[config.mk]
export PLATFORM = sky130hd
export DESIGN_NAME = vector_issue_sequencer
export DESIGN_NICKNAME = d
export VERILOG_FILES = /design/src/rtl/vector_issue_sequencer.sv
export SDC_FILE = /design/constraint.sdc
export NUM_CORES = 1
export LEC_CHECK = 0
export ABC_CLOCK_PERIOD_IN_PS = 3000
export BUFFER_PORTS_ARGS = -buffer_cell sky130_fd_sc_hd__buf_2
export CAP_MARGIN = 20
export CORE_ASPECT_RATIO = 1.4
export CORE_MARGIN = 4
export CORE_UTILIZATION = 50
export DETAILED_ROUTE_END_ITERATION = 7
export GPL_TIMING_DRIVEN = 0
export PLACE_DENSITY = 0.76
export SETUP_SLACK_MARGIN = 0.05
export SLEW_MARGIN = 20
export SYNTH_ARGS = -nofsm -noshare
export SYNTH_HDL_FRONTEND = slang
export SYNTH_SLANG_ARGS = --single-unit
export TNS_END_PERCENT = 100
[constraint.sdc]
create_clock -name clk -period 3 [get_ports clk]
set_input_delay 0.15 -clock clk [delete_from_list [all_inputs] [get_ports clk]]
set_output_delay 0.15 -clock clk [all_outputs]
set_load 0.01 [all_outputs]
[src/rtl/vector_issue_sequencer.sv]
// rtl/vector_issue_sequencer.sv - steps one issued instruction across the vector lanes
// Owns the element index and the retire pulse so they can never disagree.
module vector_issue_sequencer #(
  parameter int N     = 6,
  parameter int LANES = 4
) (
  input  logic             clk,
  input  logic             rst,
  input  logic             start,
  input  logic             op_type,
  input  logic [N-1:0]     vector_len,
  input  logic             flush,
  input  logic             lane_ready,
  output logic             idle,
  output logic             busy,
  output logic             beat_valid,
  output logic [N-1:0]     elem_index,
  output logic [LANES-1:0] lane_mask,
  output logic             finished
);

  localparam logic [1:0] S_IDLE = 2'd0;
  localparam logic [1:0] S_RUN  = 2'd1;
  localparam logic [1:0] S_DONE = 2'd2;

  localparam logic [N:0]   STRIDE_W = (N+1)'(LANES);
  localparam logic [N-1:0] STRIDE   = N'(LANES);

  logic [1:0]   state;
  logic         op_r;
  logic [N-1:0] len_r;
  logic         last_beat;
  logic         beat_taken;

  // Compare in N+1 bits so the final stride of a maximum-length vector cannot wrap.
  assign last_beat  = !op_r || (({1'b0, elem_index} + STRIDE_W) >= {1'b0, len_r});
  assign beat_taken = (state == S_RUN) && lane_ready;

  always_ff @(posedge clk) begin
    if (!rst) begin
      state      <= S_IDLE;
      op_r       <= 1'b0;
      len_r      <= '0;
      elem_index <= '0;
    end else begin
      case (state)
        S_IDLE: begin
          elem_index <= '0;
          if (!flush && start) begin
            op_r  <= op_type;
            len_r <= vector_len;
            state <= (op_type && (vector_len == '0)) ? S_DONE : S_RUN;
          end
        end
        S_RUN: begin
          if (flush) begin
            state      <= S_IDLE;
            elem_index <= '0;
          end else if (beat_taken) begin
            if (last_beat) state <= S_DONE;
            else           elem_index <= elem_index + STRIDE;
          end
        end
        default: begin
          state      <= S_IDLE;
          elem_index <= '0;
        end
      endcase
    end
  end

  always_comb begin
    lane_mask = '0;
    if (state == S_RUN) begin
      if (!op_r) begin
        lane_mask = LANES'(1);
      end else begin
        for (int i = 0; i < LANES; i++) begin
          lane_mask[i] = ({1'b0, elem_index} + (N+1)'(i)) < {1'b0, len_r};
        end
      end
    end
  end

  assign idle       = (state == S_IDLE);
  assign busy       = (state == S_RUN) || (state == S_DONE);
  assign beat_valid = (state == S_RUN);
  assign finished   = (state == S_DONE);

endmodule

==> impl_metrics.py, run 1 <==
metrics = {
    "run_status": {
        "outcome": "finished clean",
    },
    "timing": {
        "finalCriticalPeriod_ns": 2.47,
        "drv_slew": 0,
        "fin_crit_sh_pct": 82.3,
        "fin_hold_ws_ns": 0.126,
        "timing.final.ws_setup_ns": 0.532,
        "fmax_mhz": 405,
        "tightestPinTransition_ns": 0.566,
        "finalSetupViolations": 0,
        "skew_ns": 0.000522,
        "rsz0062_at_grt": "no",
        "max_slew_margin_pct": 61.3,
        "fin_tns_setup_ns": 0,
        "hold_viol": 0,
    },
    "setup_path": {
        "regToRegStartpoint": "elem_index[2]",
        "required_ns": 3.21,
        "crit_type": "flip-flop to flip-flop",
        "r2r_end": "elem_index[5]",
        "cp_data_arrival_time_ns": 2.67,
        "reg2reg_slack_ns": 0.53,
        "cp-start-kind": "flip-flop",
        "ff2ff_path_depth": 7,
        "path_max_fanout": 6,
        "critPathCaptureType": "flip-flop",
    },
    "global_route": {
        "grt-ovfl-total": 0,
        "grt_util_all_layers_pct": 17.7,
        "grt_antenna_before_repair": 0,
        "grt_max_degree": 11,
        "grt_pass1_vias": 843,
        "grt_pass1_wl_um": 3580,
    },
    "detailed_routing": {
        "ant_nets": 0,
        "initialDrtViolationCount": 20,
        "viasPerCell": 5.96,
        "post_drt_wl_per_cell_um": 13.8,
        "drt_wl_total_um": 2170,
        "vias": 936,
        "dr.pass1.iters": 4,
        "drc": 0,
    },
    "clock_tree": {
        "clock-sinks": 13,
        "cts_buffer_depth": 2,
        "insertion_delay_ns": 0.27,
        "htree_levels": 1,
        "cts_made_buffers": 3,
        "cts_resized": 0,
        "post_cts_buffers": 0,
        "tritoncts": "yes",
        "clock-root-buffer": "clkbuf_4",
        "postCtsHoldBufs": 0,
        "path_clk_slew_ns": 0.08,
    },
    "floorplan": {
        "start_util_pct": 54.0,
        "die-height_um": 60.2,
        "coreArea_sq_mm": 0.00180,
        "chipWidth_um": 45.3,
        "io_pins": 26,
        "dieArea_sq_mm": 0.00272,
        "fp-row-count": 18,
    },
    "min_path": {
        "min-delay-start": "op_type",
        "worstHoldPathCells": 3,
        "hp-class": "input port to flip-flop",
        "whs_endpoint": "op_r",
    },
    "synth": {
        "synth_edf_count": 0,
        "netlist_instances": 109,
        "yosysWarnings": 0,
        "async_flop_share_pct": 0,
        "avgSynthCellArea_sq_um": 8.92,
        "yosys.cell_types.count": 40,
        "ys.flop_type": "dfxtp_1",
        "syn-cell-area_sq_um": 972,
        "ys_seq_area_share_pct": 26.8,
        "ys_ff_latch": 13,
    },
    "power_and_ir_drop": {
        "p_leak_nw": 0.546,
        "combPwrFrac_pct": 45.7,
        "seqPwrFrac_pct": 35.9,
        "powerDensity_mw_per_mm2": 507,
        "p_int_mw": 0.356,
        "ir_drop_mv": 0.321,
        "pwr-share-clk_pct": 18.4,
        "power_switching_mw": 0.223,
        "switching_share_pct": 38.5,
    },
    "final_layout": {
        "drive_above_1_share_pct": 22.6,
        "n_fill_cell": 180,
        "fin_nets": 163,
        "diodes": 0,
        "final_util_pct": 63.4,
        "areaGrowthSynthToFinish_pct": 17.5,
    },
    "placed_design": {
        "routabilityCongestion": 0.835,
        "dp_slack_ns": 0.546,
        "port_buffers": 23,
        "hpwl_um": 1780,
    },
    "flow_run": {
        "maxCapViolCount": 0,
    },
}
[power groups by stage]
stage / clock [mW] / sequential (mW) / combinational [mW]
6_report: 0.106 / 0.208 / 0.265
5_1_grt: 0.122 / 0.211 / 0.295
4_1_cts: 0.109 / 0.208 / 0.264
3_5_place_dp: 0 / 0.211 / 0.264
3_3_place_gp: 0 / 0.210 / 0.254
2_1_floorplan: 0 / 0.207 / 0.191
[cell usage after synthesis, types with 2 or more instances]
library cell / number / area (sq um)
a21oi_1: 5 / 25.0
ha_1: 13 / 163
a21o_1: 2 / 15.0
dfxtp_1: 13 / 260
o31ai_1: 2 / 15.0
o41a_1: 2 / 22.5
buf_4: 2 / 15.0
a21boi_0: 2 / 15.0
o2111ai_1: 2 / 17.5
nand2b_1: 3 / 18.8
o21ai_0: 4 / 20.0
nand3_1: 5 / 25.0
nor2_1: 10 / 37.5
or4b_1: 2 / 20.0
or4_1: 2 / 15.0
inv_1: 9 / 33.8
nand2_1: 2 / 7.51
mux2i_1: 7 / 70.1
[cell type report]
class	count	area (sq um)	area share (%)
plain buffers	3	18.8	1.64
clock buffers	4	26.3	2.30
inverters	10	37.5	3.29
multi-input cells	84	659	57.7
flip-flops and latches	13	260	22.8
well taps	20	25.0	2.19
repair buffers	23	115	10.1
[cells by family (layout without fill, tap and decap cells)]
logic type	Yosys count	after routing	share of synthesized area, %
and+or+nand+nor	31	31	18.3
muxes	7	7	7.21
adders and majority gates	13	13	16.7
DFF	13	13	26.8
xor gates and xnor gates	2	2	1.80
buffers and inverters	13	40	5.79
AOI/OAI and AO/OA	29	29	23.0
other	1	2	0.386
[placed cells by master (no fill, tap or decap), drive strengths merged, types with 3 or more instances in the layout]
master,instances
buf,25
ha,13
dfxtp,13
nor2,10
inv,9
mux2i,7
nand3,5
a21oi,5
clkbuf,5
o21ai,4
nand2b,3
a21boi,3
[critical path: stages, from the launching register on]
cell      delay [ns]
dfxtp_1         0.44
ha_1            0.26
xor2_1          0.16
ha_1            0.27
a21o_1          0.22
a2111o_1        0.49
or4_1           0.42
a21oi_1         0.15
[metrics by stage]
step | instance area (sq um) | total power, mW | instances
6_report | 1140 | 0.579 | 157
3_5_place_dp | 1120 | 0.475 | 153
5_1_grt | 1140 | 0.628 | 157
4_1_cts | 1140 | 0.581 | 157
2_1_floorplan | 976 | 0.398 | 110
3_3_place_gp | 1120 | 0.464 | 153
[layer usage]
| metal | up-vias | global-route usage [%] | wire, um |
|---|---|---|---|
| met5 | - | 0 | 0 |
| met3 | 4 | 4.52 | 165 |
| met2 | 36 | 30.2 | 1130 |
| met4 | 0 | 5.02 | 20 |
| li1 | 461 | - | - |
| met1 | 435 | 21.3 | 854 |
[registers in the layout (all words and copies together), names as in the netlist]
register / cells
op_r: 1
len_r: 6
state: 2
elem_index: 4
[worst max-delay path by stage]
stage                             start       endpoint  slack [ns]  cells past startpoint
after CTS                 elem_index[2]  elem_index[5]        0.51                      7
after floorplan           elem_index[2]  elem_index[4]        0.70                      7
after global placement    elem_index[2]  elem_index[5]        0.58                      7
after global routing      elem_index[2]  elem_index[5]        0.41                      7
after detailed placement  elem_index[2]  elem_index[5]        0.55                      7
final                     elem_index[2]  elem_index[5]        0.53                      7
(Power assumes the default switching activity.)
==> run 2, diff against run 1 <==
Settings changed: ABC_AREA set to 1, ABC_CLOCK_PERIOD_IN_PS 3000 to 2500.
Clock period 3 ns to 2.5 ns, I/O delays scaled along.
==> run 2 against run 1 <==
Against the previous run: critical path depth increased by 2; final cell count increased by 27%; worst setup slack got worse by 0.060 ns; non-clock buffer count unchanged; first-iteration DRC count unchanged; worst hold slack improved by 0.019 ns; clock power increased by 27%; register-to-register slack improved by 0.098 ns; critical endpoint is now lane_mask[0].
==> impl_metrics.py, run 2 <==
metrics = {
    "synth": {
        "ys_ff_latch": 13,
        "yosys.cell_types.count": 23,
        "yosysWarnings": 0,
        "syn-cell-area_sq_um": 988,
        "yosys.area.top_type": "dfxtp_1",
        "netlist_instances": 153,
        "ys_seq_area_share_pct": 26.3,
        "synthTopCellsByArea": "dfxtp_1 26%, ha_1 16%, inv_1 10%",
        "avgSynthCellArea_sq_um": 6.46,
        "synth_edf_count": 0,
        "synth_top_area_share_pct": 26.3,
        "ys.flop_type": "dfxtp_1",
        "async_flop_share_pct": 0,
        "ys_top_cells_by_count": "27 x inv_1, 27 x nand2_1, 18 x nor2_1, 14 x nand3_1",
    },
    "placed_design": {
        "hpwl_um": 1770,
        "dp_slack_ns": 0.639,
        "port_buffers": 22,
        "routabilityCongestion": 0.881,
    },
    "final_layout": {
        "layout_common_cells": "27 x inv_1, 27 x nand2_1, 23 x buf_2",
        "largest_reg_flops": 6,
        "fin_nets": 206,
        "largestRegisters": "len_r: 6 flops, elem_index: 4 flops, state: 2 flops",
        "drive_above_1_share_pct": 21.1,
        "largest-register": "len_r",
        "areaGrowthSynthToFinish_pct": 16.7,
        "diodes": 0,
    },
    "global_route": {
        "grt_antenna_before_repair": 0,
        "grt_pass1_vias": 899,
        "grt_util_all_layers_pct": 17.4,
        "grt_pass1_wl_um": 3600,
        "grt-ovfl-total": 0,
        "grt_max_degree": 11,
    },
    "clock_tree": {
        "insertion_delay_ns": 0.28,
        "clock-sinks": 13,
        "path_clk_slew_ns": 0.08,
        "post_cts_buffers": 0,
        "htree_levels": 1,
        "cts_resized": 0,
        "cts_buffer_depth": 2,
        "postCtsHoldBufs": 0,
        "tritoncts": "yes",
        "clock-root-buffer": "clkbuf_4",
        "cts_made_buffers": 3,
    },
    "power_and_ir_drop": {
        "power_switching_mw": 0.340,
        "switching_share_pct": 42.5,
        "p_int_mw": 0.459,
        "powerDensity_mw_per_mm2": 693,
        "combPwrFrac_pct": 49.9,
        "p_leak_nw": 0.632,
        "pwr-share-clk_pct": 16.9,
        "seqPwrFrac_pct": 33.2,
        "ir_drop_mv": 0.486,
    },
    "setup_path": {
        "critical-path-top-delay-family": "flip-flops",
        "crit_type": "flip-flop to primary output",
        "regToRegStartpoint": "elem_index[4]",
        "cp_slowest_cell": "dfxtp_1",
        "startpoint": "elem_index[2]",
        "crit_path_frequent_cell": "nor2_1",
        "cp_slowest_stage_delay_ns": 0.45,
        "cp-start-kind": "flip-flop",
        "required_ns": 2.38,
        "critPathCaptureType": "primary output",
        "path_buf_inv": 2,
        "worstPathCellList": "inv_1 -> ha_1 -> nor2_1 -> nor2_1 -> nor2_1 -> o21ai_0 -> nand3_1 -> a21boi_0 -> buf_2",
        "path_max_fanout": 6,
        "cp_data_arrival_time_ns": 1.90,
    },
    "timing": {
        "timing.final.ws_setup_ns": 0.472,
        "fmax_mhz": 493,
        "finalCriticalPeriod_ns": 2.03,
        "fin_tns_setup_ns": 0,
        "fin_crit_sh_pct": 81.1,
        "skew_ns": 0.00178,
        "rsz0062_at_grt": "no",
        "finalSetupViolations": 0,
        "drv_slew": 0,
        "hold_viol": 0,
    },
    "min_path": {
        "min-delay-start": "vector_len[1]",
        "hp-class": "input port to flip-flop",
    },
    "floorplan": {
        "dieArea_sq_mm": 0.00276,
        "fp-row-count": 18,
        "start_util_pct": 54.2,
        "chipWidth_um": 45.6,
        "coreArea_sq_mm": 0.00182,
        "io_pins": 26,
        "die-height_um": 60.6,
    },
    "detailed_routing": {
        "post_drt_wl_per_cell_um": 10.3,
        "drc": 0,
        "dr.pass1.iters": 4,
        "vias": 977,
        "ant_nets": 0,
        "viasPerCell": 4.89,
        "initialDrtViolationCount": 20,
        "drt_wl_total_um": 2060,
    },
    "run_status": {
        "outcome": "finished clean",
    },
    "flow_run": {
        "maxCapViolCount": 0,
    },
}
[run 2: cell types whose count changed in the layout (fill, tap and decap cells not counted), moves of 3 or more]
cell	delta
inv_1	+18
inv_2	+7
nand2b_1	-3
nor2_1	+8
a21oi_1	+4
mux2i_1	-7
nand3_1	+9
o21ai_0	+4
nand2_1	+25
[run 2: path summary, 6_finish.rpt]
| kind | slack (ns) | endpoint | depth (start not counted) |
|---|---|---|---|
| worst max-delay path | 0.47 | lane_mask[0] | 9 |
| worst min-delay path | 0.14 | len_r[1] | 3 |
| worst max register to register | 0.63 | elem_index[3] | 12 |
| worst min register to register | 0.49 | len_r[1] | 2 |
[run 2: cells by family (layout without fill, tap and decap cells)]
| kind of cell | after synthesis | in the layout | share of synthesized area, % |
|---|---|---|---|
| AOI/OAI and AO/OA | 22 | 22 | 12.0 |
| xor gates and xnor gates | 2 | 2 | 1.77 |
| adders and majority gates | 13 | 13 | 16.5 |
| buffers and inverters | 38 | 64 | 15.3 |
| DFF | 13 | 13 | 26.3 |
| other | 1 | 2 | 0.379 |
| and+or+nand+nor | 64 | 64 | 27.7 |
[run 2: area by class of cell]
| class | instances | area, sq um |
|---|---|---|
| fill | 179 | 671 |
| multi-input combinational | 103 | 581 |
| sequential | 13 | 260 |
| inverter | 34 | 128 |
| timing repair buffer | 22 | 110 |
| clock buffer | 4 | 26.3 |
| tap | 20 | 25.0 |
| buffer | 4 | 23.8 |
[run 2: worst reg2reg max path, delay by kind of cell (launching register included)]
kind	cells	cell delay, ns
simple gates	6	0.52
fa+ha+maj	1	0.29
compound gates	1	0.13
flops	1	0.45
xor+xnor	1	0.21
buf+inv	3	0.21
[run 2: power by group through the flow]
stage	registers [mW]	clock network, mW	logic (mW)
global placement	0.268	0	0.389
finish	0.265	0.135	0.399
detailed placement	0.270	0	0.402
floorplan	0.265	0	0.300
CTS	0.265	0.137	0.403
global route	0.272	0.148	0.459
[run 2: metrics by stage]
stage	hold WS [ns]	cell area, sq um	cells	total power [mW]	util [%]
4_1_cts	0.144	1150	200	0.805	63.2
5_1_grt	0.155	1150	200	0.879	63.2
6_report	0.145	1150	200	0.799	63.2
3_3_place_gp	0.420	1130	196	0.658	61.8
2_1_floorplan	0.309	992	154	0.565	-
3_5_place_dp	0.431	1130	196	0.672	61.8
[run 2: metal layers]
metal | GRT usage [%] | share of wire, % | up-vias
li1 | - | - | 527
met1 | 19.4 | 40 | 415
met2 | 31.9 | 53 | 31
met3 | 2.67 | 5.8 | 4
met4 | 6.69 | 0.87 | 0
met5 | 0 | 0 | -
